File: src/rtl/mem_port_arbiter_pkg.sv
// Shared types and helpers for the instruction/data memory port arbiter.
package mem_arb_pkg;

    localparam int unsigned WE_W = 4;
    localparam logic [WE_W-1:0] WE_NONE = 4'b0000;

    typedef enum logic [1:0] {
        IDLE = 2'd0,
        BUSY = 2'd1,
        RESP = 2'd2
    } arb_state_t;

    typedef enum logic {
        G_INST = 1'b0,
        G_DATA = 1'b1
    } grant_t;

    // Pick the requester to serve; ties go to the port that was not served last.
    function automatic grant_t rr_pick(input logic inst_req, input logic data_req,
                                       input grant_t last);
        if (inst_req && data_req) begin
            return (last == G_INST) ? G_DATA : G_INST;
        end else if (data_req) begin
            return G_DATA;
        end else begin
            return G_INST;
        end
    endfunction

endpackage

File: src/rtl/mem_port_arbiter_timeout_ctr.sv
// BUSY-cycle counter that flags when a memory access has waited MAX_WAIT cycles.
module arb_timeout_ctr #(
    parameter int unsigned MAX_WAIT = 15
) (
    input  logic clk,
    input  logic rst_b,
    input  logic clear,
    input  logic enable,
    output logic expired
);

    localparam int unsigned CNT_W = $clog2(MAX_WAIT + 1);

    logic [CNT_W-1:0] count;
    logic [CNT_W-1:0] count_nxt;

    // Next count: clear wins, otherwise count up and saturate at MAX_WAIT.
    always_comb begin
        count_nxt = count;
        if (clear) begin
            count_nxt = '0;
        end else if (enable && (count != CNT_W'(MAX_WAIT))) begin
            count_nxt = count + CNT_W'(1);
        end
    end

    // Count register and registered expiry flag.
    always_ff @(posedge clk or negedge rst_b) begin
        if (!rst_b) begin
            count   <= '0;
            expired <= 1'b0;
        end else begin
            count   <= count_nxt;
            expired <= (count_nxt == CNT_W'(MAX_WAIT));
        end
    end

endmodule

File: src/rtl/mem_port_arbiter.sv
// Arbitrates the unified memory port between instruction fetch and load/store.
module mem_port_arbiter
    import mem_arb_pkg::*;
#(
    parameter int unsigned ADDR_W   = 30,
    parameter int unsigned DATA_W   = 32,
    parameter int unsigned MAX_WAIT = 15
) (
    input  logic              clk,
    input  logic              rst_b,
    input  logic              i_req,
    input  logic [ADDR_W-1:0] i_addr,
    output logic [DATA_W-1:0] i_rdata,
    output logic              i_done,
    output logic              i_excpt,
    input  logic              d_req,
    input  logic [ADDR_W-1:0] d_addr,
    input  logic [DATA_W-1:0] d_wdata,
    input  logic [3:0]        d_we,
    output logic [DATA_W-1:0] d_rdata,
    output logic              d_done,
    output logic              d_excpt,
    output logic              m_req,
    output logic [ADDR_W-1:0] m_addr,
    output logic [DATA_W-1:0] m_wdata,
    output logic [3:0]        m_we,
    input  logic              m_ack,
    input  logic              m_err,
    input  logic [DATA_W-1:0] m_rdata,
    output logic              busy
);

    arb_state_t        state_q, state_nxt;
    grant_t            grant_q, grant_nxt;
    grant_t            last_grant_q, last_grant_nxt;
    grant_t            pick;

    logic              m_req_nxt;
    logic [ADDR_W-1:0] m_addr_nxt;
    logic [DATA_W-1:0] m_wdata_nxt;
    logic [3:0]        m_we_nxt;
    logic [DATA_W-1:0] i_rdata_nxt, d_rdata_nxt;
    logic              i_done_nxt, d_done_nxt;
    logic              i_excpt_nxt, d_excpt_nxt;
    logic              busy_nxt;
    logic              resp_ok;
    logic              ctr_clear;
    logic              ctr_enable;
    logic              tmo_expired;

    arb_timeout_ctr #(
        .MAX_WAIT (MAX_WAIT)
    ) u_timeout (
        .clk     (clk),
        .rst_b   (rst_b),
        .clear   (ctr_clear),
        .enable  (ctr_enable),
        .expired (tmo_expired)
    );

    // State register.
    always_ff @(posedge clk or negedge rst_b) begin
        if (!rst_b) begin
            state_q <= IDLE;
        end else begin
            state_q <= state_nxt;
        end
    end

    // Next state, grant selection, memory command and per-port response values.
    always_comb begin
        state_nxt      = state_q;
        grant_nxt      = grant_q;
        last_grant_nxt = last_grant_q;
        pick           = rr_pick(i_req, d_req, last_grant_q);
        m_req_nxt      = m_req;
        m_addr_nxt     = m_addr;
        m_wdata_nxt    = m_wdata;
        m_we_nxt       = m_we;
        i_rdata_nxt    = i_rdata;
        d_rdata_nxt    = d_rdata;
        i_excpt_nxt    = i_excpt;
        d_excpt_nxt    = d_excpt;
        i_done_nxt     = 1'b0;
        d_done_nxt     = 1'b0;
        resp_ok        = 1'b0;
        ctr_clear      = 1'b0;
        ctr_enable     = 1'b0;

        case (state_q)
            IDLE: begin
                if (i_req || d_req) begin
                    state_nxt      = BUSY;
                    grant_nxt      = pick;
                    last_grant_nxt = pick;
                    m_req_nxt      = 1'b1;
                    ctr_clear      = 1'b1;
                    if (pick == G_DATA) begin
                        m_addr_nxt  = d_addr;
                        m_wdata_nxt = d_wdata;
                        m_we_nxt    = d_we;
                    end else begin
                        m_addr_nxt  = i_addr;
                        m_wdata_nxt = '0;
                        m_we_nxt    = WE_NONE;
                    end
                end
            end
            BUSY: begin
                ctr_enable = 1'b1;
                if (m_ack || m_err || tmo_expired) begin
                    state_nxt = RESP;
                    m_req_nxt = 1'b0;
                    resp_ok   = m_ack && !m_err;
                    if (grant_q == G_DATA) begin
                        d_done_nxt  = 1'b1;
                        d_rdata_nxt = resp_ok ? m_rdata : '0;
                        d_excpt_nxt = !resp_ok;
                    end else begin
                        i_done_nxt  = 1'b1;
                        i_rdata_nxt = resp_ok ? m_rdata : '0;
                        i_excpt_nxt = !resp_ok;
                    end
                end
            end
            RESP: begin
                state_nxt = IDLE;
            end
            default: begin
                state_nxt = IDLE;
                m_req_nxt = 1'b0;
            end
        endcase

        busy_nxt = (state_nxt != IDLE);
    end

    // Registered grant bookkeeping, memory port and response outputs.
    always_ff @(posedge clk or negedge rst_b) begin
        if (!rst_b) begin
            grant_q      <= G_INST;
            last_grant_q <= G_INST;
            m_req        <= 1'b0;
            m_addr       <= '0;
            m_wdata      <= '0;
            m_we         <= WE_NONE;
            i_rdata      <= '0;
            d_rdata      <= '0;
            i_done       <= 1'b0;
            d_done       <= 1'b0;
            i_excpt      <= 1'b0;
            d_excpt      <= 1'b0;
            busy         <= 1'b0;
        end else begin
            grant_q      <= grant_nxt;
            last_grant_q <= last_grant_nxt;
            m_req        <= m_req_nxt;
            m_addr       <= m_addr_nxt;
            m_wdata      <= m_wdata_nxt;
            m_we         <= m_we_nxt;
            i_rdata      <= i_rdata_nxt;
            d_rdata      <= d_rdata_nxt;
            i_done       <= i_done_nxt;
            d_done       <= d_done_nxt;
            i_excpt      <= i_excpt_nxt;
            d_excpt      <= d_excpt_nxt;
            busy         <= busy_nxt;
        end
    end

endmodule

File: config.mk
export PLATFORM = sky130hd
export DESIGN_NAME = mem_port_arbiter
export DESIGN_NICKNAME = d
export VERILOG_FILES = /design/src/rtl/mem_port_arbiter_pkg.sv /design/src/rtl/mem_port_arbiter_timeout_ctr.sv /design/src/rtl/mem_port_arbiter.sv
export SDC_FILE = /design/constraint.sdc
export NUM_CORES = 1
export LEC_CHECK = 0
export BUFFER_PORTS_ARGS = -buffer_cell sky130_fd_sc_hd__buf_2
export CORE_MARGIN = 1.5
export CORE_UTILIZATION = 30
export CTS_BUF_LIST = sky130_fd_sc_hd__clkbuf_16
export DETAILED_ROUTE_END_ITERATION = 7
export SYNTH_ARGS = -nofsm -noshare
export SYNTH_HDL_FRONTEND = slang
export SYNTH_HIERARCHICAL = 1
export SYNTH_SLANG_ARGS = --single-unit
File: constraint.sdc
create_clock -name clk -period 2.4 [get_ports clk]
set_clock_uncertainty 0.2 [all_clocks]
set_input_delay 0.24 -clock clk [delete_from_list [all_inputs] [get_ports clk]]
set_output_delay 0.24 -clock clk [all_outputs]
set_load 0.05 [all_outputs]
**Word level (Yosys, flattened, before mapping)**

Index checks and enable logic that the tools add are counted.

- Memories: 0
- ROM bits: 0
- Bits in writable memories: 0
- Register bits: 144
- Word-level logic and storage cells: 61
- Bits in latches: 0
- Output and inout bits: 136

- Reduce and logical (&&, ||, !) cells: 14
- Magnitude comparators: 0
- Multipliers: 0
- Muxes and demuxes: 23
- Add/sub/neg operators: 1
- Shift-type cells: 0
- Bitwise gates (word level): 2
- Eq/ne operators: 6
- Div/mod/pow operators: 0

Operators with widths:

| cell | count |
|---|---|
| $mux 32 | 2 |
| $mux 30 | 1 |
| $mux 1 | 13 |
| $mux 4 | 3 |
| $reduce_and 3->1 | 3 |
| $add 4x1->4 const B | 1 |
| $eq 4x4->1 const B | 1 |
| $mux 2 | 2 |
| $ne 2x2->1 const B | 2 |
| $ne 4x4->1 const B | 1 |
| $pmux 2 s2 | 1 |
| $logic_and 1x1->1 | 3 |
| $logic_or 1x1->1 | 3 |
| $pmux 1 s3 | 1 |
| $eq 2x1->1 const B | 1 |
| $eq 2x2->1 const B | 1 |
| $logic_not 1->1 | 2 |
| $logic_not 2->1 | 1 |
| $not 1->1 | 2 |
| $reduce_and 2->1 | 1 |
| $reduce_bool 2->1 | 1 |

**Longest topological paths before layout**

Gate-level depths: netlist of run 1.

- Word-level depth: 6
- Mapped depth: 8

**Modules after synthesis**

Netlist of run 1, hierarchy kept.

Modules (own cells, without submodules):

| module | area each (µm²) | instances | cells each |
|---|---|---|---|
| mem_port_arbiter | 5,957.0 | 1 | 420 |
| arb_timeout_ctr | 277.8 | 1 | 27 |

**Worst setup path before layout of run 1**

No wires, ideal clock.

- Path type: register -> register
- From: register state_q[0]
- To: register u_timeout.count[1]
- Path slack: 0.443 ns
- Arrival time: 1.633 ns
- Path buffers: 2
- Setup time: 0.124 ns
- Cell stages (with the launch flop): 9
- Cells stage by stage: dfrtp_1 or2_0 buf_2 or2_4 inv_2 buf_2 inv_1 o211a_1 or2_1

- Elaborated cells between the ends (all ways): 7
- Classes of those cells: eq/ne: 1; mux: 4; reduce/logical: 2

RTL lines:

| what | RTL line | source |
|---|---|---|
| start: declaration | mem_port_arbiter.sv:33 | `arb_state_t state_q, state_nxt;` |
| start signal: assignment | mem_port_arbiter.sv:66 | `state_q <= state_nxt;` |
| $logic_not 2->1 | mem_port_arbiter.sv:90 | `case (state_q)` |
| $mux 1 | mem_port_arbiter.sv:90 |  |
| named net ctr_clear | mem_port_arbiter.sv:47 | `logic ctr_clear;` |
| $mux 4 | mem_port_arbiter_timeout_ctr.sv:20 | `if (clear) begin` |
| named net u_timeout.count_nxt[1] | mem_port_arbiter_timeout_ctr.sv:15 | `logic [CNT_W-1:0] count_nxt;` |
| end signal: assignment | mem_port_arbiter_timeout_ctr.sv:33 | `count <= count_nxt;` |
| end: declaration | mem_port_arbiter_timeout_ctr.sv:14 | `logic [CNT_W-1:0] count;` |

The timed path passes the listed nets, and every way through them passes these cells.
A chain may end at the register's enable or synchronous reset.

**Worst setup path in the final report of run 1**

- From: register state_q[0]
- To: register m_addr[8]

- Cells in the longest elaborated chain, start to end: 2

Ends and longest elaborated chain:

| what | RTL line | source |
|---|---|---|
| $logic_not 2->1 | mem_port_arbiter.sv:90 |  |
| $reduce_and 2->1 (no source line) | n/a |  |
| end signal: assignment | mem_port_arbiter.sv:158 | `m_addr <= m_addr_nxt;` |
| end: declaration | mem_port_arbiter.sv:24 | `output logic [ADDR_W-1:0] m_addr,` |

No other way between the ends.

==> impl_metrics.csv, run 1 <==
group,metric,value,unit
run_status,outcome,"finished clean",
timing,period_minus_slack,2.32,ns
clock_tree,cts_inserted_buffers,17,
synth,synth.area.top_cells,"dfrtp_1 (58%), mux2_4 (14%), a22o_1 (5.1%), a2bb2oi_1 (4.2%), a211oi_1 (3.7%)",
clock_tree,ctsHtreeMaxLevel,4,
synth,synth_compound_area_frac,0.144,
placement,gp_congestion,0.758,
routing,vias,5242,
global_route,grt_max_degree,49,
finish,finalNetCount,983,
setup_path,crit_required,2.55,ns
setup_path,crit_chain,"or2_4 -> or2_4 -> inv_4 -> buf_12 -> a2bb2oi_1 -> dlygate4sd3_1",
timing,min_period_over_period,0.965,
timing,whs,0.0287,ns
setup_path,r2r_slack,0.08,ns
power,p_per_area,1530,nW/um2
clock_tree,cts_sinks,144,
synth,synthFlopType,"dfrtp_1",
synth,yosys_warnings,6,
run,max_cap_violations,0,
power,power,15.0,mW
clock_tree,clock_latency,0.41,ns
timing,rsz0062_at_grt,"no",
synth,synthesis.area,6230,um2
finish,stdcell_area,9790,um2
setup_path,cpPeakStageDelay,0.59,ns
synth,netlist_instances,447,
global_route,grt_pass1_vias,5655,
finish,stdcell_count,1131,
synth,synth-seq-area-share,0.578,
placement,dpl_cell_area,7850,um2
finish,syn_to_final_growth,57.0,%
synth,synth_nets,582,
clock_tree,post_cts.repair.setup_buffers,0,
synth,synth_top_area_frac,0.578,
timing,hold_viol,0,
finish,fin_util,0.482,
finish,fillers,1839,
setup_path,crit_buf_inv,3,
setup_path,cpMaxStageDelayCell,"dlygate4sd3_1",
timing,maxSlewHeadroom,0.584,
placement,place_inst,966,
timing,setup_viol,0,
placement,port_buffers,269,
synth,synth_enable_flop_cells,0,
setup_path,cp.arrival,2.46,ns
clock_tree,cts-root-buf,"clkbuf_16",
synth,async_reset_ff_frac,1.00,
synth,synth_cell_type_count,40,
global_route,grt_usage,0.173,
finish,drive_gt1_frac,0.459,
timing,max_freq,0.432,GHz
clock_tree,cts_tree,"yes",
setup_path,path_delay_family,"buffers and inverters",
routing,wl_per_cell,16.4,um
placement,hpwlAfterDp,11500,um
routing,drt_iter0_markers,219,
timing,report.final.slew_viol_count,0,
floorplan,dieArea,21700,um2
routing,drcViolationCount,0,
floorplan,die_w,147,um
floorplan,rows,52,
global_route,grt_pass1_wl,29500,um
routing,antenna_left,0,
finish,antenna_cells,0,
clock_tree,clockBufferDepth,2,
routing,wl,18500,um
routing,vias_per_cell,4.63,
synth,yosys_register_bits,144,
clock_tree,clk_pin_slew,0.06,ns
global_route,overflow,0,
global_route,antenna_found_initial,0,
synth,synthSimpleGateAreaFrac,0.0787,
power,leakage,5.01,nW
finish,multi_input_area,2380,um2
floorplan,start_util,0.307,
timing,tns,0,ns
setup_path,crit_top_cell,"or2_4",
setup_path,crit_type,"flop to flop",
synth,syn_avg_cell_area,13.9,um2
hold_path,hold_class,"input pin to flop",
synth,synth_fa_ha_area_frac,0.00201,
setup_path,start_kind,"flop",
floorplan,die_h,147,um
floorplan,ios,270,
synth,muxShareOfSynthArea,0.154,
placement,post-place-ws,0.300,ns
synth,synth_xor_area_frac,0.00140,
timing,worst_slack,0.0846,ns
synth,synth_top_family_by_area,"multiplexers",
routing,first_pass_iters,4,
synth,yosys.area.top_type,"dfrtp_1",
finish,register_area,3600,um2
floorplan,coreArea,20300,um2
setup_path,cp_max_fo,16,
power,ir_worst_vdd,0.996,mV
setup_path,cp-end-kind,"flop",
timing,tightestPinTransition,0.624,ns
[synth_stat cells, types with 2 or more instances]
cell type and number:
dfrtp_1 144, mux2_4 58, a22o_1 36, and2_1 32, a211oi_1 31, nand2_1 31, a2bb2oi_1 30, clkbuf_1 16
buf_2 8, mux2_2 8, buf_6 7, inv_1 5, nor3_1 4, buf_12 3, nor2_1 3, o21ai_0 3
a21oi_1 2, and3_4 2, o211a_1 2, or3_1 2
[worst register-to-register path, delay by kind of cell, from the launching register on]
kind	cells	cell delay, ns
buf+inv	3	0.87
simple gates	2	0.53
flops	1	0.44
compound gates	1	0.21
[per-layer routing]
| layer | global-route usage | share of wire | vias up |
|---|---|---|---|
| li1 | - | - | 2432 |
| met1 | 0.211 | 0.43 | 2552 |
| met2 | 0.290 | 0.49 | 234 |
| met3 | 0.0509 | 0.070 | 24 |
| met4 | 0.0600 | 0.018 | 0 |
| met5 | 0 | 0 | - |
[power by group]
part	total, mW	switching, mW	leakage (nW)	internal (mW)
Clock	2.65	1.11	0.280	1.54
Sequential	4.10	0.626	1.85	3.48
Combinational	8.20	5.39	2.88	2.81
[layout by cell type, fill, tap and decap left out, types with 2 or more instances in the layout]
cell,instances
o211a_1,2
clkinv_4,3
a211oi_1,31
dlygate4sd3_1,132
clkinvlp_4,3
nor2_1,2
nand2_1,31
mux2_4,58
buf_12,4
a22o_1,36
bufinv_16,2
and3_4,2
buf_2,268
inv_1,5
and2_1,32
nor3_1,4
mux2_2,8
clkinv_2,2
a21oi_1,2
or2_4,2
dfrtp_1,143
o21ai_0,3
inv_6,3
buf_4,10
clkbuf_16,18
a2bb2oi_1,30
[registers in the layout, summed over array words and instances (netlist names)]
name,cells
d_done,1
m_addr,30
i_done,1
d_rdata,32
u_timeout/expired,1
i_excpt,1
state_q,2
m_we,4
i_rdata,32
d_excpt,1
grant_q,1
m_wdata,32
m_req,1
u_timeout/count,4
busy,1
[final timing paths]
kind	startpoint	to	cells past startpoint
setup / recovery	state_q[0]	m_addr[8]	6
hold / removal	m_rdata[28]	i_rdata[28]	3
setup reg to reg	state_q[0]	m_addr[8]	6
hold reg to reg	state_q[1]	busy	1
max in group asynchronous	rst_b	m_wdata[21]	3
min in group asynchronous	rst_b	d_rdata[18]	2
[cells by family after synthesis]
kind of cell	after synthesis
flops	144
compound gates	109
simple gates	86
mux	66
buf+inv	40
xor+xnor	1
fa+ha+maj	1
[timing repair]
action	4_1_cts	5_1_grt
gates resized for setup	0	3
hold endpoints to repair	250	0
hold buffers	132	0
setup endpoints to repair	0	29
[final cells by class]
class                           count  share of cell area
Clock buffer                       17              0.0435
Clock inverter                     15              0.0164
Inverter                            6             0.00256
Multi-Input combinational cell    263               0.243
Sequential cell                   144               0.368
Tap cell                          270              0.0345
Timing Repair Buffer              416               0.292
Note: power is estimated with default switching activity, not from simulation.
==> run 2, diff against run 1 <==
CORE_UTILIZATION = 48   (was 30)
PLACE_DENSITY_LB_ADDON = 0.3   (was default)
==> impl_metrics.csv, run 2 (synthesis gave the netlist of run 1 again) <==
group,metric,value,unit
run_status,outcome,"finished clean",
clock_tree,ctsHtreeMaxLevel,4,
placement,place_inst,871,
global_route,grt_max_degree,62,
finish,layout_commonest_cell,"buf_2",
timing,setup_viol,0,
timing,tns,0,ns
power,ir_worst_vdd,1.14,mV
run,max_cap_violations,0,
power,p_per_area,1510,nW/um2
finish,stdcell_area,9480,um2
setup_path,cp_max_fo,34,
finish,fin_util,0.748,
floorplan,die_w,117,um
global_route,overflow,0,
setup_path,crit_type,"flop to flop",
placement,port_buffers,269,
setup_path,crit_required,2.51,ns
clock_tree,cts_sinks,144,
timing,maxSlewHeadroom,0.633,
global_route,grt_pass1_wl,29300,um
finish,drive_gt1_frac,0.455,
finish,finalNetCount,974,
global_route,antenna_found_initial,0,
routing,antenna_left,0,
placement,gp_congestion,0.772,
clock_tree,clock_latency,0.41,ns
clock_tree,clk_pin_slew,0.06,ns
floorplan,dieArea,13700,um2
clock_tree,ctsResizeCount,0,
routing,wl,19400,um
setup_path,cp-end-kind,"flop",
placement,dpl_cell_area,7740,um2
setup_path,cp.arrival,2.27,ns
timing,report.final.slew_viol_count,0,
floorplan,start_util,0.492,
floorplan,die_h,117,um
routing,wl_per_cell,19.0,um
placement,hpwlAfterDp,11700,um
finish,syn_to_final_growth,52.1,%
hold_path,hold_class,"input pin to flop",
timing,tightestPinTransition,0.548,ns
timing,hold_viol,0,
finish,stdcell_count,1023,
timing,period_minus_slack,2.16,ns
finish,reg_top3,"d_rdata: 32 flops, i_rdata: 32 flops, m_wdata: 32 flops",
global_route,grt_pass1_vias,5713,
floorplan,rows,41,
clock_tree,cts_tree,"yes",
clock_tree,clockBufferDepth,2,
routing,drt_iter0_markers,426,
routing,vias_per_cell,5.33,
clock_tree,cts-root-buf,"clkbuf_16",
setup_path,start_kind,"flop",
routing,first_pass_iters,4,
floorplan,ios,270,
timing,min_period_over_period,0.899,
global_route,grt_usage,0.285,
clock_tree,cts_inserted_buffers,17,
timing,max_freq,0.463,GHz
timing,rsz0062_at_grt,"no",
floorplan,coreArea,12700,um2
power,leakage,4.98,nW
finish,antenna_cells,0,
finish,final_cell_mix,"buf_2 (268), dfrtp_1 (144), dlygate4sd3_1 (121)",
routing,vias,5448,
routing,drcViolationCount,0,
run 2: path summary, 6_finish.rpt:
path	slack, ns	depth (start not counted)	endpoint	start
max	0.24	5	m_addr[1]	state_q[0]
min	0.01	3	i_rdata[7]	m_rdata[7]
max reg2reg	0.24	5	m_addr[1]	state_q[0]
min reg2reg	0.27	1	busy	state_q[1]
max in group asynchronous	1.19	3	i_rdata[10]	rst_b
min in group asynchronous	0.13	2	m_wdata[20]	rst_b
run 2: layer usage:
metal / GRT usage / part of all wire / wire length, um / vias up
li1: - / - / - / 2421
met1: 0.328 / 0.38 / 7350 / 2648
met2: 0.478 / 0.50 / 9680 / 308
met3: 0.0839 / 0.077 / 1490 / 71
met4: 0.164 / 0.045 / 882 / 0
met5: 0 / 0 / 0 / -
run 2: where the power goes:
| group | switching (mW) | total, mW | internal, mW |
|---|---|---|---|
| logic | 5.39 | 7.77 | 2.38 |
| registers | 0.665 | 4.15 | 3.48 |
| clock network | 0.936 | 2.42 | 1.48 |
run 2: layout make-up:
| cell class | instances | area (um2) |
|---|---|---|
| clock buffers | 17 | 425 |
| clock inverters | 14 | 110 |
| fillers | 813 | 3190 |
| inverters | 6 | 22.5 |
| multi-input cells | 263 | 2380 |
| flip-flops and latches | 144 | 3600 |
| well taps | 172 | 215 |
| repair buffers | 407 | 2730 |
run 2: stage by stage:
| step | hold slack [ns] | total power, mW | setup WS (ns) |
|---|---|---|---|
| after floorplan | -0.256 | 9.91 | 0.443 |
| after global placement | -0.0124 | 11.5 | 0.386 |
| after detailed placement | -0.00946 | 11.6 | 0.336 |
| after CTS | 0.00121 | 14.3 | 0.337 |
| after global routing | 0.0145 | 14.9 | 0.142 |
| final | 0.0127 | 14.3 | 0.242 |
run 2: worst max-delay path: stages (launching register included):
cell	delay (ns)
dfrtp_1	0.43
or2_1	0.41
or2_4	0.31
inv_2	0.06
buf_4	0.34
a2bb2oi_1	0.28
run 2: timing repair:
| action | 4_1_cts | 5_1_grt |
|---|---|---|
| buffers inserted | 0 | 0 |
| endpoints found under the hold margin | 221 | 0 |
| hold buffers | 121 | 0 |
==> run 3, diff against run 2 <==
CTS_BUF_LIST = default   (was sky130_fd_sc_hd__clkbuf_16)
==> impl_metrics.csv, run 3 (synthesis gave the netlist of run 1 again) <==
group,metric,value,unit
run_status,outcome,"finished clean",
timing,tightestPinTransition,0.563,ns
hold_path,min_to,"i_rdata[7]",
floorplan,coreArea,12700,um2
finish,fillers,791,
routing,first_pass_iters,5,
finish,stdcell_count,1024,
routing,vias_per_cell,5.37,
power,ir_worst_vdd,1.12,mV
routing,wl,19600,um
timing,worst_slack,0.291,ns
floorplan,start_util,0.492,
finish,syn_to_final_growth,52.8,%
setup_path,r2r_start,"state_q[0]",
finish,final_cell_mix,"buf_2 (268), dfrtp_1 (144), dlygate4sd3_1 (121)",
clock_tree,cts_sinks,144,
finish,reg_top3,"d_rdata: 32 flops, i_rdata: 32 flops, m_wdata: 32 flops",
power,leakage,4.99,nW
timing,min_period_over_period,0.879,
timing,report.final.slew_viol_count,0,
timing,hold_viol,0,
finish,drive_gt1_frac,0.459,
floorplan,dieArea,13700,um2
timing,tns,0,ns
clock_tree,post_cts.repair.setup_buffers,0,
finish,layout_commonest_cell,"buf_2",
floorplan,die_w,117,um
timing,whs,0.00919,ns
finish,finalNetCount,974,
placement,place_inst,871,
floorplan,ios,270,
timing,setup_viol,0,
setup_path,crit_type,"flop to flop",
routing,wl_per_cell,19.1,um
routing,drt_iter0_markers,403,
routing,antenna_left,0,
finish,register_area,3600,um2
timing,rsz0062_at_grt,"no",
clock_tree,clk_pin_slew,0.06,ns
global_route,grt_max_degree,62,
timing,period_minus_slack,2.11,ns
clock_tree,ctsResizeCount,0,
setup_path,cp_max_fo,34,
run,max_cap_violations,0,
global_route,grt_pass1_vias,5779,
global_route,antenna_found_initial,0,
placement,hpwlAfterDp,11700,um
hold_path,hold_class,"input pin to flop",
global_route,overflow,0,
placement,gp_congestion,0.772,
clock_tree,cts-root-buf,"clkbuf_16",
clock_tree,ctsHtreeMaxLevel,4,
setup_path,rr_worst_depth,5,
global_route,grt_pass1_wl,29500,um
setup_path,crit_required,2.52,ns
routing,vias,5494,
global_route,grt_usage,0.286,
hold_path,min_path_cells,3,
placement,port_buffers,269,
clock_tree,clockBufferDepth,2,
setup_path,r2r_slack,0.29,ns
hold_path,min_from,"m_rdata[7]",
floorplan,die_h,117,um
clock_tree,cts_tree,"yes",
clock_tree,cts_hold_buf,121,
setup_path,cp.arrival,2.23,ns
timing,max_freq,0.474,GHz
power,p_per_area,1520,nW/um2
floorplan,rows,41,
setup_path,rr_endpoint,"m_addr[2]",
clock_tree,clock_latency,0.41,ns
setup_path,cp-end-kind,"flop",
power,power,14.5,mW
routing,drcViolationCount,0,
clock_tree,cts_inserted_buffers,17,
placement,post-place-ws,0.336,ns
timing,maxSlewHeadroom,0.622,
setup_path,start_kind,"flop",
finish,multi_input_area,2380,um2
## run 3: changes by cell type in the layout (fill, tap and decap cells not counted)
cell and change:
clkbuf_1 +4, clkbuf_8 +4, clkinv_1 -4, diode_2 +1, inv_1 -4
## run 3: stage by stage
step | area [um2] | util
2_1_floorplan | 6230 | -
3_3_place_gp | 7740 | 0.611
3_5_place_dp | 7740 | 0.611
4_1_cts | 9520 | 0.752
5_1_grt | 9520 | 0.752
6_report | 9530 | 0.752
## run 3: power by group
part	internal [mW]	switching [mW]
Clock	1.63	0.951
Sequential	3.48	0.666
Combinational	2.38	5.39
Total	7.49	7.01
## run 3: how the worst max path moves through the flow
stage | from | end | slack [ns] | depth (start not counted)
floorplan | state_q[0] | u_timeout/count[1] | 0.44 | 8
global placement | state_q[1] | d_rdata[4] | 0.39 | 5
detailed placement | state_q[0] | m_addr[26] | 0.34 | 5
CTS | state_q[0] | m_addr[26] | 0.34 | 5
global route | state_q[0] | m_addr[2] | 0.15 | 5
finish | state_q[0] | m_addr[2] | 0.29 | 5
## run 3: cell type report
type | instances | area share
multi-input combinational | 263 | 0.250
inverter | 6 | 0.00236
sequential | 144 | 0.378
clock buffer | 25 | 0.0520
timing repair buffer | 407 | 0.286
antenna | 1 | 0.000263
clock inverter | 6 | 0.00841
tap | 172 | 0.0226
## run 3: metal layers
metal,vias up,track usage,routed length (um)
met4,0,0.161,774
met1,2689,0.326,7460
li1,2415,-,-
met2,320,0.481,9910
met5,-,0,0
met3,70,0.0870,1470
## run 3: worst max-delay path, cell delays in order (launching register included)
cell       delay (ns)
dfrtp_1          0.43
or2_1            0.42
or2_4            0.32
inv_2            0.06
buf_4            0.35
a2bb2oi_1        0.23
